==> src/rtl/seg_scan_ctrl_if.sv <==
// Write port and display drive bundle for the seven-segment scan controller.
// The slave side is the controller; the master side is the writer/board.
interface seg_scan_ctrl_if;
    logic       wr_valid;
    logic       wr_ready;
    logic [1:0] wr_addr;
    logic [3:0] wr_data;
    logic       wr_dp;
    logic       wr_en;
    logic       commit;
    logic [3:0] an;
    logic [6:0] seg;
    logic       dp;
    logic       frame_tick;

    modport master (
        output wr_valid, wr_addr, wr_data, wr_dp, wr_en, commit,
        input  wr_ready, an, seg, dp, frame_tick
    );

    modport slave (
        input  wr_valid, wr_addr, wr_data, wr_dp, wr_en, commit,
        output wr_ready, an, seg, dp, frame_tick
    );
endinterface

==> src/rtl/seg_scan_ctrl.sv <==
// Four-digit seven-segment scan controller. Digits are written into a shadow
// bank and copied to the active bank in one step at the frame boundary after a
// commit, so the scan never shows a half-updated value.
module seg_scan_ctrl #(
    parameter int DWELL_CYCLES = 100_000,
    parameter int BLANK_CYCLES = 1_000
) (
    input  logic           clk,
    input  logic           rst_n,
    seg_scan_ctrl_if.slave bus
);

    localparam int CNT_MAX = (DWELL_CYCLES > BLANK_CYCLES) ? DWELL_CYCLES : BLANK_CYCLES;
    localparam int CW      = $clog2(CNT_MAX + 1);
    localparam logic [CW-1:0] DWELL_LAST = CW'(DWELL_CYCLES - 1);
    localparam logic [CW-1:0] BLANK_LAST = CW'(BLANK_CYCLES - 1);

    typedef enum logic {ST_BLANK, ST_DRIVE} state_t;

    typedef struct packed {
        logic [3:0] data;
        logic       dp;
        logic       en;
    } digit_t;

    // Hex nibble to active-low {g,f,e,d,c,b,a}
    function automatic logic [6:0] hex7(input logic [3:0] h);
        case (h)
            4'h0: hex7 = 7'b1000000;
            4'h1: hex7 = 7'b1111001;
            4'h2: hex7 = 7'b0100100;
            4'h3: hex7 = 7'b0110000;
            4'h4: hex7 = 7'b0011001;
            4'h5: hex7 = 7'b0010010;
            4'h6: hex7 = 7'b0000010;
            4'h7: hex7 = 7'b1111000;
            4'h8: hex7 = 7'b0000000;
            4'h9: hex7 = 7'b0010000;
            4'hA: hex7 = 7'b0001000;
            4'hB: hex7 = 7'b0000011;
            4'hC: hex7 = 7'b1000110;
            4'hD: hex7 = 7'b0100001;
            4'hE: hex7 = 7'b0000110;
            default: hex7 = 7'b0001110;
        endcase
    endfunction

    // Digit 0 is the leftmost position, driven by an[3]
    function automatic logic [3:0] an_pat(input logic [1:0] i);
        case (i)
            2'd0: an_pat = 4'b0111;
            2'd1: an_pat = 4'b1011;
            2'd2: an_pat = 4'b1101;
            default: an_pat = 4'b1110;
        endcase
    endfunction

    state_t        state_q;
    logic [1:0]    idx_q;
    logic [CW-1:0] cnt_q;
    logic [3:0]    an_q;
    logic [6:0]    seg_q;
    logic          dp_q;
    logic          tick_q;
    logic          pending_q;
    logic          wr_ready_q;
    digit_t        shadow_q [4];
    digit_t        active_q [4];

    logic          cnt_done_d;
    logic          frame_end_d;
    logic          wr_fire_d;
    logic          pending_d;

    // Phase end detection, frame boundary and commit tracking
    always_comb begin
        cnt_done_d  = (state_q == ST_BLANK) ? (cnt_q == BLANK_LAST) : (cnt_q == DWELL_LAST);
        frame_end_d = (state_q == ST_DRIVE) && cnt_done_d && (idx_q == 2'd3);
        wr_fire_d   = bus.wr_valid && wr_ready_q;
        pending_d   = pending_q;
        if (frame_end_d && pending_q) begin
            pending_d = 1'b0;
        end else if (bus.commit && !pending_q) begin
            pending_d = 1'b1;
        end
    end

    // Shadow writes, atomic bank swap and write-port flow control
    always_ff @(posedge clk or negedge rst_n) begin
        if (!rst_n) begin
            for (int i = 0; i < 4; i++) begin
                shadow_q[i] <= '0;
                active_q[i] <= '0;
            end
            pending_q  <= 1'b0;
            wr_ready_q <= 1'b1;
        end else begin
            if (wr_fire_d) begin
                shadow_q[bus.wr_addr] <= '{data: bus.wr_data, dp: bus.wr_dp, en: bus.wr_en};
            end
            if (frame_end_d && pending_q) begin
                active_q <= shadow_q;
            end
            pending_q  <= pending_d;
            wr_ready_q <= !pending_d;
        end
    end

    // Scan FSM with registered anode/segment outputs
    always_ff @(posedge clk or negedge rst_n) begin
        if (!rst_n) begin
            state_q <= ST_BLANK;
            idx_q   <= 2'd0;
            cnt_q   <= '0;
            an_q    <= 4'b1111;
            seg_q   <= 7'b1111111;
            dp_q    <= 1'b1;
            tick_q  <= 1'b0;
        end else begin
            tick_q <= frame_end_d;
            if (!cnt_done_d) begin
                cnt_q <= cnt_q + 1'b1;
            end else begin
                cnt_q <= '0;
                if (state_q == ST_BLANK) begin
                    state_q <= ST_DRIVE;
                    if (active_q[idx_q].en) begin
                        an_q  <= an_pat(idx_q);
                        seg_q <= hex7(active_q[idx_q].data);
                        dp_q  <= !active_q[idx_q].dp;
                    end else begin
                        an_q  <= 4'b1111;
                        seg_q <= 7'b1111111;
                        dp_q  <= 1'b1;
                    end
                end else begin
                    state_q <= ST_BLANK;
                    idx_q   <= idx_q + 2'd1;
                    an_q    <= 4'b1111;
                    seg_q   <= 7'b1111111;
                    dp_q    <= 1'b1;
                end
            end
        end
    end

    assign bus.wr_ready   = wr_ready_q;
    assign bus.an         = an_q;
    assign bus.seg        = seg_q;
    assign bus.dp         = dp_q;
    assign bus.frame_tick = tick_q;

endmodule

==> src/flat_wrapper.sv <==
// flat-port wrapper written by rule: the top's interface ports become plain ports
module seg_scan_ctrl_flat 
#(
    parameter int DWELL_CYCLES = 100_000,
    parameter int BLANK_CYCLES = 1_000
)
  (clk, rst_n, bus_wr_valid, bus_wr_addr, bus_wr_data, bus_wr_dp, bus_wr_en, bus_commit, bus_wr_ready, bus_an, bus_seg, bus_dp, bus_frame_tick);
  seg_scan_ctrl_if bus_i ();
  input  logic clk;
  input  logic rst_n;
  input wire logic [$bits(bus_i.wr_valid)-1:0] bus_wr_valid;
  input wire logic [$bits(bus_i.wr_addr)-1:0] bus_wr_addr;
  input wire logic [$bits(bus_i.wr_data)-1:0] bus_wr_data;
  input wire logic [$bits(bus_i.wr_dp)-1:0] bus_wr_dp;
  input wire logic [$bits(bus_i.wr_en)-1:0] bus_wr_en;
  input wire logic [$bits(bus_i.commit)-1:0] bus_commit;
  output wire logic [$bits(bus_i.wr_ready)-1:0] bus_wr_ready;
  output wire logic [$bits(bus_i.an)-1:0] bus_an;
  output wire logic [$bits(bus_i.seg)-1:0] bus_seg;
  output wire logic [$bits(bus_i.dp)-1:0] bus_dp;
  output wire logic [$bits(bus_i.frame_tick)-1:0] bus_frame_tick;
  assign bus_i.wr_valid = bus_wr_valid;
  assign bus_i.wr_addr = bus_wr_addr;
  assign bus_i.wr_data = bus_wr_data;
  assign bus_i.wr_dp = bus_wr_dp;
  assign bus_i.wr_en = bus_wr_en;
  assign bus_i.commit = bus_commit;
  assign bus_wr_ready = bus_i.wr_ready;
  assign bus_an = bus_i.an;
  assign bus_seg = bus_i.seg;
  assign bus_dp = bus_i.dp;
  assign bus_frame_tick = bus_i.frame_tick;
  seg_scan_ctrl #(.DWELL_CYCLES(DWELL_CYCLES), .BLANK_CYCLES(BLANK_CYCLES)) u_core (.clk(clk), .rst_n(rst_n), .bus(bus_i));
endmodule
==> config.mk <==
export PLATFORM = sky130hd
export DESIGN_NAME = seg_scan_ctrl_flat
export DESIGN_NICKNAME = d
export VERILOG_FILES = /design/src/rtl/seg_scan_ctrl_if.sv /design/src/rtl/seg_scan_ctrl.sv /design/src/flat_wrapper.sv
export SDC_FILE = /design/constraint.sdc
export NUM_CORES = 1
export LEC_CHECK = 0
export CORE_MARGIN = 1.5
export CORE_UTILIZATION = 30
export CTS_BUF_LIST = sky130_fd_sc_hd__clkbuf_2
export CTS_CLUSTER_DIAMETER = 30
export DETAILED_ROUTE_END_ITERATION = 7
export HOLD_SLACK_MARGIN = 0.12
export SLEW_MARGIN = 10
export SYNTH_ARGS = -nofsm -noshare
export SYNTH_HDL_FRONTEND = slang
export SYNTH_SLANG_ARGS = --single-unit
==> constraint.sdc <==
create_clock -name clk -period 6.15 [get_ports clk]
set_clock_uncertainty 0.15 [all_clocks]
set_input_delay 1.5375 -clock clk [delete_from_list [all_inputs] [get_ports clk]]
set_output_delay 1.5375 -clock clk [all_outputs]
set_load 0.1 [all_outputs]
---- Word level (Yosys, flattened, before mapping) ----
Memories as Yosys holds them, arrays and structs flattened.
Cells that the tools add are included.
W data, S select, Z words.
word-level totals
  flip-flop bits (word level) ............. 83
  bits in latches ......................... 0
  output and inout bits ................... 14
  memory bits (writable) .................. 0
  memories ................................ 1
  bits in read-only memories .............. 112
memories
  memory            depth  width  rd ports  clocked after Yosys merged registers in  write ports  RTL line             RTL
  (name not given)  16     7      1         0                                        0            seg_scan_ctrl.sv:28  case (h)
cells by class
  muxes and demuxes ....................... 18
  div/mod/pow operators ................... 0
  eq/ne operators ......................... 5
  $mul .................................... 0
  shift-type cells ........................ 0
  $lt $le $gt $ge ......................... 3
  bitwise operators ....................... 2
  reduce and logical (&&, ||, !) cells .... 11
  add/subtract/negate cells ............... 2
operators with widths
  operator                 number
  $bwmux W24               1
  $mux W6                  3
  $add A17 B1 Y17 const B  1
  $eq A17 B10 Y1 const B   1
  $eq A17 B17 Y1 const B   1
  $mux W17                 1
  $mux W7                  2
  $bmux W6 S2              1
  $demux W6 S2             1
  $pmux W4 S3              1
  $mux W4                  2
  $ge A3 B3 Y1 const B     2
  $logic_and A1 B1 Y1      6
  $mux W1                  6
  $not A2 Y3               2
  $eq A2 B2 Y1 const B     2
  $logic_not A1 Y1         3
  $lt A3 B1 Y1 const B     1
  $add A2 B1 Y2 const B    1
  $eq A2 B1 Y1 const B     1
  $logic_not A2 Y1         1
  $reduce_and A2 Y1        1

---- Depth between registers and ports, before layout ----
  depth in word-level cells ............... 7
  gate-level depth with buffers ........... 8
  mapped depth without buffers ............ 6

---- Worst setup path before layout ----
Ideal clock, no wire load.
  path kind ............................... input to register
  from .................................... input port bus_wr_valid
  to ...................................... register u_core.shadow_q[18] (netlist name)
  required time ........................... 5.875 ns
  path slack .............................. 3.390 ns
  data arrival time ....................... 2.485 ns
  path buffers ............................ 0
  stages .................................. 3
  path through ............................ nand2_1 > nor3_1 > mux2_2
on the way
  cells in the longest elaborated chain, start to end .. 1
RTL lines
  element                          RTL line             RTL
  from (decl)                      flat_wrapper.sv:11   input wire logic [$bits(bus_i.wr_valid)-1:0] bus_wr_valid;
  $logic_and A1 B1 Y1              seg_scan_ctrl.sv:79  wr_fire_d = bus.wr_valid && wr_ready_q;
  to (signal, indexed assignment)  seg_scan_ctrl.sv:99  shadow_q[bus.wr_addr] <= '{data: bus.wr_data, dp: bus.wr_dp, en: bus.wr_en};
  to (decl)                        seg_scan_ctrl.sv:67  digit_t shadow_q [4];
Every way passes these cells.
A chain may end at the register's enable or synchronous reset.

---- Worst setup path after layout ----
  from .................................... register u_core.seg_q[3] (netlist: u_core.bus.seg[3])
  to ...................................... output port bus_seg[3]
RTL lines
  element                 RTL line              RTL
  from (decl)             seg_scan_ctrl.sv:62   logic [6:0] seg_q;
  from (signal assigned)  seg_scan_ctrl.sv:129  seg_q <= hex7(active_q[idx_q].data);
  to (decl)               flat_wrapper.sv:19    output wire logic [$bits(bus_i.seg)-1:0] bus_seg;
No word-level cell between the ends.

==> out/qor.csv <==
metric,value,unit
crit_arrival,2.25,ns
busiest_layer,met2,
ys_types,42,
reg2reg_depth,4,
synth_nets,312,
area_delta_synth_final,13.2,%
dieArea,13800,sq um
synth_compound_area_share,6.10,%
pre_cts_ws,2.61,ns
grt_overflow,0,
gp_congestion,0.795,
grt_util_met3,3.45,%
ff2ff_setup_slack,3.17,ns
fmax,0.254,GHz
synth.cell_area,3920,sq um
drt_first_pass_iters,4,
max_stage_delay,1.13,ns
root_buffer,clkbuf_2,
min_from,u_core.cnt_q[0],
cp_num_cells,1,
detail-route-antenna-nets,0,
synth_edf_count,0,
clk_latency,0.53,ns
drc_errors,0,
endpoint,bus_seg[3],
coreArea,12700,sq um
ctsHoldBuffers,0,
cts_buffer_depth,2,
grt_use_met2,17.5,%
final_layout_size_suffix_gt1_share,32.0,%
synthXorXnorAreaFrac,3.13,%
drt-total-wl,7.25,mm
holdWs,0.326,ns
path_max_fanout,2,
path_class,reg -> out,
syn_avg_cell_area,13.6,sq um
synthCells,288,
setup_ws,2.22,ns
slowest_stage,clkdlybuf4s50_1,
synth_ff_type,dfrtp_1,
cts_tree,yes,
grt_use_total,11.3,%
path_clk_slew,0.23,ns
portBuffers,25,
cp-end-kind,output port,
ys_warn_count,0,
pwr_density_cell,197,nW/um^2
start_util,30.9,%
use_met1,14.9,%
startpoint_type,register,
ff_latch_area,2090,sq um
async_flop_share,100,%
cts_buffers,9,
maxCapViolations,0,
pwr-share-comb,3.2,%
ys_seq_area_share,53.4,%
dr.first_iter.drc_count,97,
multi_input_area,1730,sq um
r2r-end,u_core.bus.seg[1],
setup_viol,0,
htree_levels,3,
cts_resized,0,
crit_start,u_core.bus.seg[3],
synthSimpleGateAreaFrac,8.30,%
power.internal,0.665,mW
ys_ff_latch,83,
swShare,23.9,%
n_antenna_cell,0,
switching_power,0.209,mW
slew_headroom,30.8,%
grt_max_degree,84,
status,completed,
finalCritPeriodShare,63.9,%
ir_drop,0.000112,V
fillers,1250,
setup_tns,0,ns
wl_per_cell,14.8,microns
p_seq_share,64.1,%
hold_violations,0,
leakagePower,1.99,nW
dieWidth,117,microns
crit_chain,clkdlybuf4s50_1,
grt_pass1_wl,12.3,mm
yosys.area_share.adder,3.83,%
maxSlewViolCount,0,
path_delay_family,buffers and inverters,
io_pins,26,
rsz0062_at_grt,false,
layout.nets,338,
worstMarginPinSlew,1.04,ns
via_per_inst,4.69,
dp_hpwl,4.91,mm
pwr-share-clk,32.6,%
cp.required,4.46,ns
die_h,117,microns
cp_num_buf_inv,1,
post-cts-setup-buffers,0,
muxShareOfSynthArea,22.8,%
synth_top_family_by_area,multiplexers,
std_cell_rows,41,
vias,2305,
finalCriticalPeriod,3.93,ns
grt_pass1_vias,2403,
cts.sinks,83,
reg2reg_from,u_core.cnt_q[11],
antenna_found_initial,0,
hp-class,reg -> reg,
-- power groups by stage --
stage | Sequential, mW | Clock [mW] | Combinational, mW
2_1_floorplan | 0.568 | 0 | 0.00829
3_3_place_gp | 0.569 | 0 | 0.0284
3_5_place_dp | 0.570 | 0 | 0.0295
4_1_cts | 0.561 | 0.301 | 0.0295
5_1_grt | 0.562 | 0.323 | 0.0323
6_report | 0.561 | 0.285 | 0.0281
-- final cells by class --
type | count | area share [%]
Sequential cell | 83 | 47.2
Clock inverter | 6 | 1.44
Inverter | 10 | 0.846
Tap cell | 172 | 4.85
Clock buffer | 10 | 1.13
Multi-Input combinational cell | 185 | 39.0
Timing Repair Buffer | 25 | 5.58
-- synthesized netlist by cell type, types with 2 or more instances --
cell type  count  share of area, %
and3_1         4              0.64
inv_1         10              0.96
mux2_2        39                11
o221ai_1       4              0.89
nor4_1         3              0.48
nor2b_1        2              0.32
nand3_1        7              0.89
or2_2          2              0.32
xor2_1         7               1.6
ha_1          12               3.8
nand2_1       16               1.5
nand4_1        5              0.80
o21ai_0        2              0.26
dfrtp_1       70                45
mux2i_1        5               1.3
a31oi_1       12               1.9
buf_6          2              0.57
clkbuf_1       4              0.38
nor3_1         2              0.26
buf_2          4              0.51
mux4_2         6               3.4
a21oi_1        2              0.26
dfstp_2       13               8.7
mux2_4        18               6.9
and2_1         2              0.32
nor2_1        13               1.2
xnor2_1        7               1.6
-- logic make-up after synthesis --
family | Yosys count
flip-flops | 83
multiplexers | 68
AND/OR/NAND/NOR | 62
AO/OA/AOI/OAI | 29
buffers and inverters | 20
XOR/XNOR | 14
adder cells (fa/ha/maj) | 12
-- state kept, by name, summed over array words and instances (netlist names) --
register and flops:
u_core.active_q 24, u_core.shadow_q 24, u_core.cnt_q 17, u_core.bus.seg 7, u_core.bus.an 4, u_core.idx_q 2, u_core.bus.dp 1, u_core.bus.frame_tick 1
u_core.bus.wr_ready 1, u_core.pending_q 1, u_core.state_q 1
-- placed cells by master (no fill, tap or decap), types with 10 or more instances in the layout --
cell type / count
dfrtp_1: 70
mux2_2: 39
clkdlybuf4s50_1: 24
mux2_4: 18
nand2_1: 16
nor2_1: 13
dfstp_2: 13
a31oi_1: 12
ha_1: 12
inv_1: 10
clkbuf_2: 10
-- layer usage --
metal  part of all wire (%)  up-vias
met2                     47       34
li1                       -     1095
met1                     49     1169
met5                      0        -
met4                    1.1        0
met3                    3.5        7
-- worst min path at each step --
| stage | endpoint | depth (start not counted) |
|---|---|---|
| final | u_core.cnt_q[0] | 1 |
| after global routing | u_core.cnt_q[0] | 1 |
| after CTS | u_core.cnt_q[0] | 1 |
| after detailed placement | u_core.cnt_q[0] | 1 |
| after global placement | u_core.cnt_q[0] | 1 |
| after floorplan | u_core.cnt_q[0] | 1 |
-- through the flow --
stage          utilization (%)  cells  area, sq um  power (mW)
2_1_floorplan                -    288         3920       0.577
3_3_place_gp              34.1    475         4330       0.598
3_5_place_dp              34.1    475         4330       0.599
4_1_cts                   35.0    491         4440       0.891
5_1_grt                   35.0    491         4440       0.917
6_report                  35.0    491         4440       0.874
Note: power is estimated with default switching activity, not from simulation.
==> RTL change 1: new RTL, same settings <==
`BLANK_CYCLES` is set to 1_000 in 2 places; all go to 250.
--- a/src/rtl/seg_scan_ctrl.sv
+++ b/src/rtl/seg_scan_ctrl.sv
@@ -3,7 +3,7 @@
 // commit, so the scan never shows a half-updated value.
 module seg_scan_ctrl #(
     parameter int DWELL_CYCLES = 100_000,
-    parameter int BLANK_CYCLES = 1_000
+    parameter int BLANK_CYCLES = 250
 ) (
     input  logic           clk,
     input  logic           rst_n,
--- a/src/flat_wrapper.sv
+++ b/src/flat_wrapper.sv
@@ -2,7 +2,7 @@
 module seg_scan_ctrl_flat 
 #(
     parameter int DWELL_CYCLES = 100_000,
-    parameter int BLANK_CYCLES = 1_000
+    parameter int BLANK_CYCLES = 250
 )
   (clk, rst_n, bus_wr_valid, bus_wr_addr, bus_wr_data, bus_wr_dp, bus_wr_en, bus_commit, bus_wr_ready, bus_an, bus_seg, bus_dp, bus_frame_tick);
   seg_scan_ctrl_if bus_i ();
Function: same outputs for any inputs over 10 cycles, from zero or initial values and one cycle with rst_n low; that may be too few to reach the edited logic, so the function may still have changed.
==> RTL change 1 against the unedited design <==
  * Final area down 0.20%
  * Register-to-register slack better by 0.44 ns
  * Setup slack worse by 0.012 ns
  * Cell count up 1.0%
  * Routed wire length down 0.57%
  * Sequential cell count unchanged
  * Total power down 4.5%
  * Global-route usage about the same
  * Synthesized area up 1.3%
  * Maximum frequency down 0.30%
  * Largest cell class unchanged
==> RTL change 1: results (changes against the unedited design) <==
Routing
The average wire per standard cell is 14.5 um (-1.6%). The met2 routed wirelength came to 3270 um (-3.1%). The detailed-routing wirelength on met1 is 3650 um (+3.1%). The routed via count was 2,337 (+1.4%). The number of DRC markers after the initial detailed-route iteration is 136 (+40%).

Finish
The number of fillers in the final layout was 1,235 (-1.2%). The share of final-layout standard cells stronger than drive strength 1 is 0.303 (-0.0163). The final non-filler cell total is 496 (+1.0%).

Critical path
The minimum setup slack among reg-to-reg paths is 3.61 ns (+0.44 ns). The number of cells traversed by the worst register-to-register path is 5 (+1). The endpoint of the worst-slack reg-to-reg timing path is u_core.active_q[20].

Place
The instance area at placement is 4330 um^2 (+0.12%). The HPWL after detailed placement is 4830 um (-1.5%). The post-placement cell count is 479 (+0.84%). The last weighted congestion value of the routability-driven placer came to 0.728 (-8.4%).

Synthesis
The area share of xor/xnor cells in the synthesized design is 0.0331 (+0.00181). The average cell area after synthesis is 13.5 um^2 (-1.1%). The number of distinct library cells after synthesis came to 45 (+7.1%). The total nets after synthesis came to 319 (+2.2%). The sequential-to-total area share from yosys stat is 0.527 (-0.00673).

Clocking
The clock-pin slew of the registers on the worst-case setup and hold paths is 0.25 ns (+0.02 ns).

Global route
The global-route usage over all layers is 0.113 (-0.000175). The global-route wire length before repair is 12,400 um (+0.39%). The initial antenna violation count is 1 (+1).

Outcome
The flow ran to the end, and the final reports show no timing, DRC or antenna violations.

Power
The reported leakage power is 0.00193 uW (-2.9%). The worst IR drop on VDD is 0.101 mV (-9.5%).
==> RTL change 1: changes by cell type after synthesis, sizes merged, moves of 4 or more <==
cell	delta
a2bb2oi	+9
a31oi	-11
and4	+4
buf	+4
mux2	-5
nand4	+4
o221ai	-4
==> RTL change 1: area by class of cell <==
cell class,count,area (um^2),share of cell area
Clock buffer,9,45.0,0.0102
Clock inverter,7,52.6,0.0119
Inverter,10,37.5,0.00847
Multi-Input combinational cell,188,1730,0.390
Timing Repair Buffer,26,255,0.0576
Sequential cell,83,2090,0.472
Antenna cell,1,2.50,0.000565
Tap cell,172,215,0.0486
==> RTL change 1: logic make-up after synthesis <==
kind of cell | Yosys count
flops | 83
simple gates | 76
mux | 61
compound gates | 24
buf+inv | 24
xor+xnor | 15
fa+ha+maj | 12
==> RTL change 1: power by group <==
part           internal [uW]  switching [uW]  total [uW]
Combinational           10.3            14.5        24.8
Sequential               553            2.79         556
Clock                   56.4             197         254
==> RTL change 1: how the worst min path moves through the flow <==
stage,end,startpoint,slack [ns]
after detailed placement,u_core.active_q[2],u_core.shadow_q[2],0.34
after global routing,u_core.bus.seg[2],u_core.bus.seg[2],0.38
after CTS,u_core.cnt_q[0],u_core.cnt_q[0],0.37
final,u_core.cnt_q[12],u_core.cnt_q[12],0.37
after global placement,u_core.active_q[6],u_core.shadow_q[6],0.33
after floorplan,u_core.cnt_q[0],u_core.cnt_q[0],0.31
==> RTL change 1: stage by stage <==
stage	setup slack (ns)	hold slack [ns]
final	2.21	0.372
after global routing	2.09	0.383
after CTS	2.12	0.375
after detailed placement	2.68	0.340
after global placement	2.71	0.332
after floorplan	3.39	0.306
==> RTL change 2: new RTL, same flow settings <==
Without the edit above. Make the reset (`rst_n`) synchronous in 2 clocked blocks.
--- a/src/rtl/seg_scan_ctrl.sv
+++ b/src/rtl/seg_scan_ctrl.sv
@@ -86,7 +86,7 @@
     end
 
     // Shadow writes, atomic bank swap and write-port flow control
-    always_ff @(posedge clk or negedge rst_n) begin
+    always_ff @(posedge clk) begin
         if (!rst_n) begin
             for (int i = 0; i < 4; i++) begin
                 shadow_q[i] <= '0;
@@ -107,7 +107,7 @@
     end
 
     // Scan FSM with registered anode/segment outputs
-    always_ff @(posedge clk or negedge rst_n) begin
+    always_ff @(posedge clk) begin
         if (!rst_n) begin
             state_q <= ST_BLANK;
             idx_q   <= 2'd0;
Function: differs if rst_n is asserted again (counterexample within 4 cycles, from zero or initial values and one cycle with rst_n low); with rst_n held inactive, the same outputs for 10 cycles.
==> RTL change 2 against the unedited design <==
  * Sequential cell count unchanged
  * Die area shrank 6.7%
  * Maximum frequency increased by 1.3%
  * Critical path depth stayed put
  * Synthesized area is 6.9% lower
  * Largest power group unchanged
  * Final area is 6.9% lower
  * Core utilization is 0.50 points lower
  * Critical path type unchanged
  * First-iteration DRC count is 38% higher
  * Worst hold slack lost 0.0033 ns
  * Highest routed layer unchanged
  * Total power increased by 3.4%
  * Setup slack better by 0.051 ns
  * Routed wire length decreased by 0.36%
==> RTL change 2: results (changes against the unedited design) <==
Synthesis
The compound-cell area share of the yosys netlist was 0.0607 (-0.000285). The adder-cell area share of the yosys netlist is 0.0411 (+0.00284). The total nets after synthesis came to 405 (+30%).

Counting instances in the post-synthesis netlist gives the leading cell types as sky130_fd_sc_hd__dfxtp_1 (83), sky130_fd_sc_hd__nand2_1 (57), sky130_fd_sc_hd__mux2i_1 (50), sky130_fd_sc_hd__nor2_1 (47), sky130_fd_sc_hd__clkbuf_1 (13). The share of cell area taken by muxes after synthesis came to 0.177 (-0.0510). The sequential-to-total area share from yosys stat is 0.455 (-0.0787). The cell count after synthesis is 381 (+32%). The area share of xor/xnor cells in the synthesized design is 0.0336 (+0.00232).

The number of distinct library cells after synthesis came to 40 (-4.8%). The async set-reset flop share out of synthesis was 0 (-1.00). By area the synthesized netlist is led by sky130_fd_sc_hd__dfxtp_1 (46%), sky130_fd_sc_hd__mux2i_1 (14%), sky130_fd_sc_hd__nand2_1 (5.9%), sky130_fd_sc_hd__nor2_1 (4.8%), sky130_fd_sc_hd__ha_1 (4.1%).

Routing
The average wire per standard cell is 13.2 um (-11%). The post-detailed-routing wire length was 7220 um (-0.36%). The number of DRC markers after the initial detailed-route iteration is 134 (+38%). The via density per instance was 4.81 (+2.4%).

Place
The last weighted congestion value of the routability-driven placer was 0.762 (-4.1%). The HPWL after detailed placement is 4950 um (+0.96%). The number of port buffers is 25 (unchanged). The worst-case setup slack after placement is 2.40 ns (-0.207 ns). The instance area at placement is 4010 um^2 (-7.4%).

Critical path
The critical path arrival is 2.19 ns (-0.06 ns). The biggest fanout along the worst timing path is 5 (+3). The critical path's largest stage delay came to 1.16 ns (+0.03 ns).

Finish
The share of final-layout standard cells stronger than drive strength 1 was 0.0721 (-0.248). The final net count is 421 (+25%).

Global route
The met3 track demand over resource in global routing is 0.0370 (+0.00242). The global-route usage over all layers was 0.122 (+0.00891). The met2 routing resource usage after global routing is 0.187 (+0.0117). The global-route wire length before repair was 12,500 um (+1.3%). The via count of the first global-routing pass is 2,560 (+6.5%). The met1 capacity usage during global routing came to 0.163 (+0.0137).

Hold path
The min-delay analysis places its worst path in the category reg -> reg.

Outcome
The run finished with clean final reports.

Clocking
The clock latency on the worst-skew pair is 0.57 ns (+0.04 ns). The clock-pin slew of the registers on the worst-case setup and hold paths is 0.26 ns (+0.03 ns).

Power
The reported leakage power came to 0.00148 uW (-25%). The worst IR drop on VDD is 0.102 mV (-8.7%). The power density over cell area is 219 nW/um^2 (+11%).

STA
The slew at the pin closest to its max-slew limit is 1.19 ns (+0.149 ns).
## RTL change 2: cell type report
cell class	count	share of cell area
clock inverter	7	0.0197
sequential	83	0.402
tap	147	0.0445
inverter	10	0.00909
multi-input combinational	267	0.452
timing repair buffer	26	0.0612
clock buffer	9	0.0109
## RTL change 2: kinds of logic after synthesis
family,after synthesis
fa+ha+maj,12
xor+xnor,14
flops,83
buf+inv,31
compound gates,29
simple gates,155
mux,57
## RTL change 2: final timing paths
check                                    startpoint                  to  slack [ns]  depth (start not counted)
worst max-delay path            u_core.bus.wr_ready        bus_wr_ready        2.27                          1
worst min-delay path             u_core.active_q[8]  u_core.active_q[8]        0.32                          2
worst max register to register     u_core.cnt_q[11]   u_core.bus.seg[0]        3.21                          4
worst min register to register   u_core.active_q[8]  u_core.active_q[8]        0.32                          2
## RTL change 2: report_power, final
part	internal [uW]	switching, uW	leakage (uW)	total (uW)
Combinational	16.8	26.0	0.000733	42.8
Sequential	547	5.05	0.000671	552
Clock	102	207	0.0000796	310
## RTL change 2: metal layers
layer,vias to the layer above,share of wire
met5,-,0
met4,0,0.011
met1,1246,0.52
li1,1354,-
met3,8,0.033
met2,32,0.44
## RTL change 2: metrics by stage
step                      power, uW  hold slack, ns
after detailed placement        605           0.300
after floorplan                 588           0.268
after CTS                       918           0.318
after global routing            947           0.334
after global placement          604           0.280
final                           904           0.323
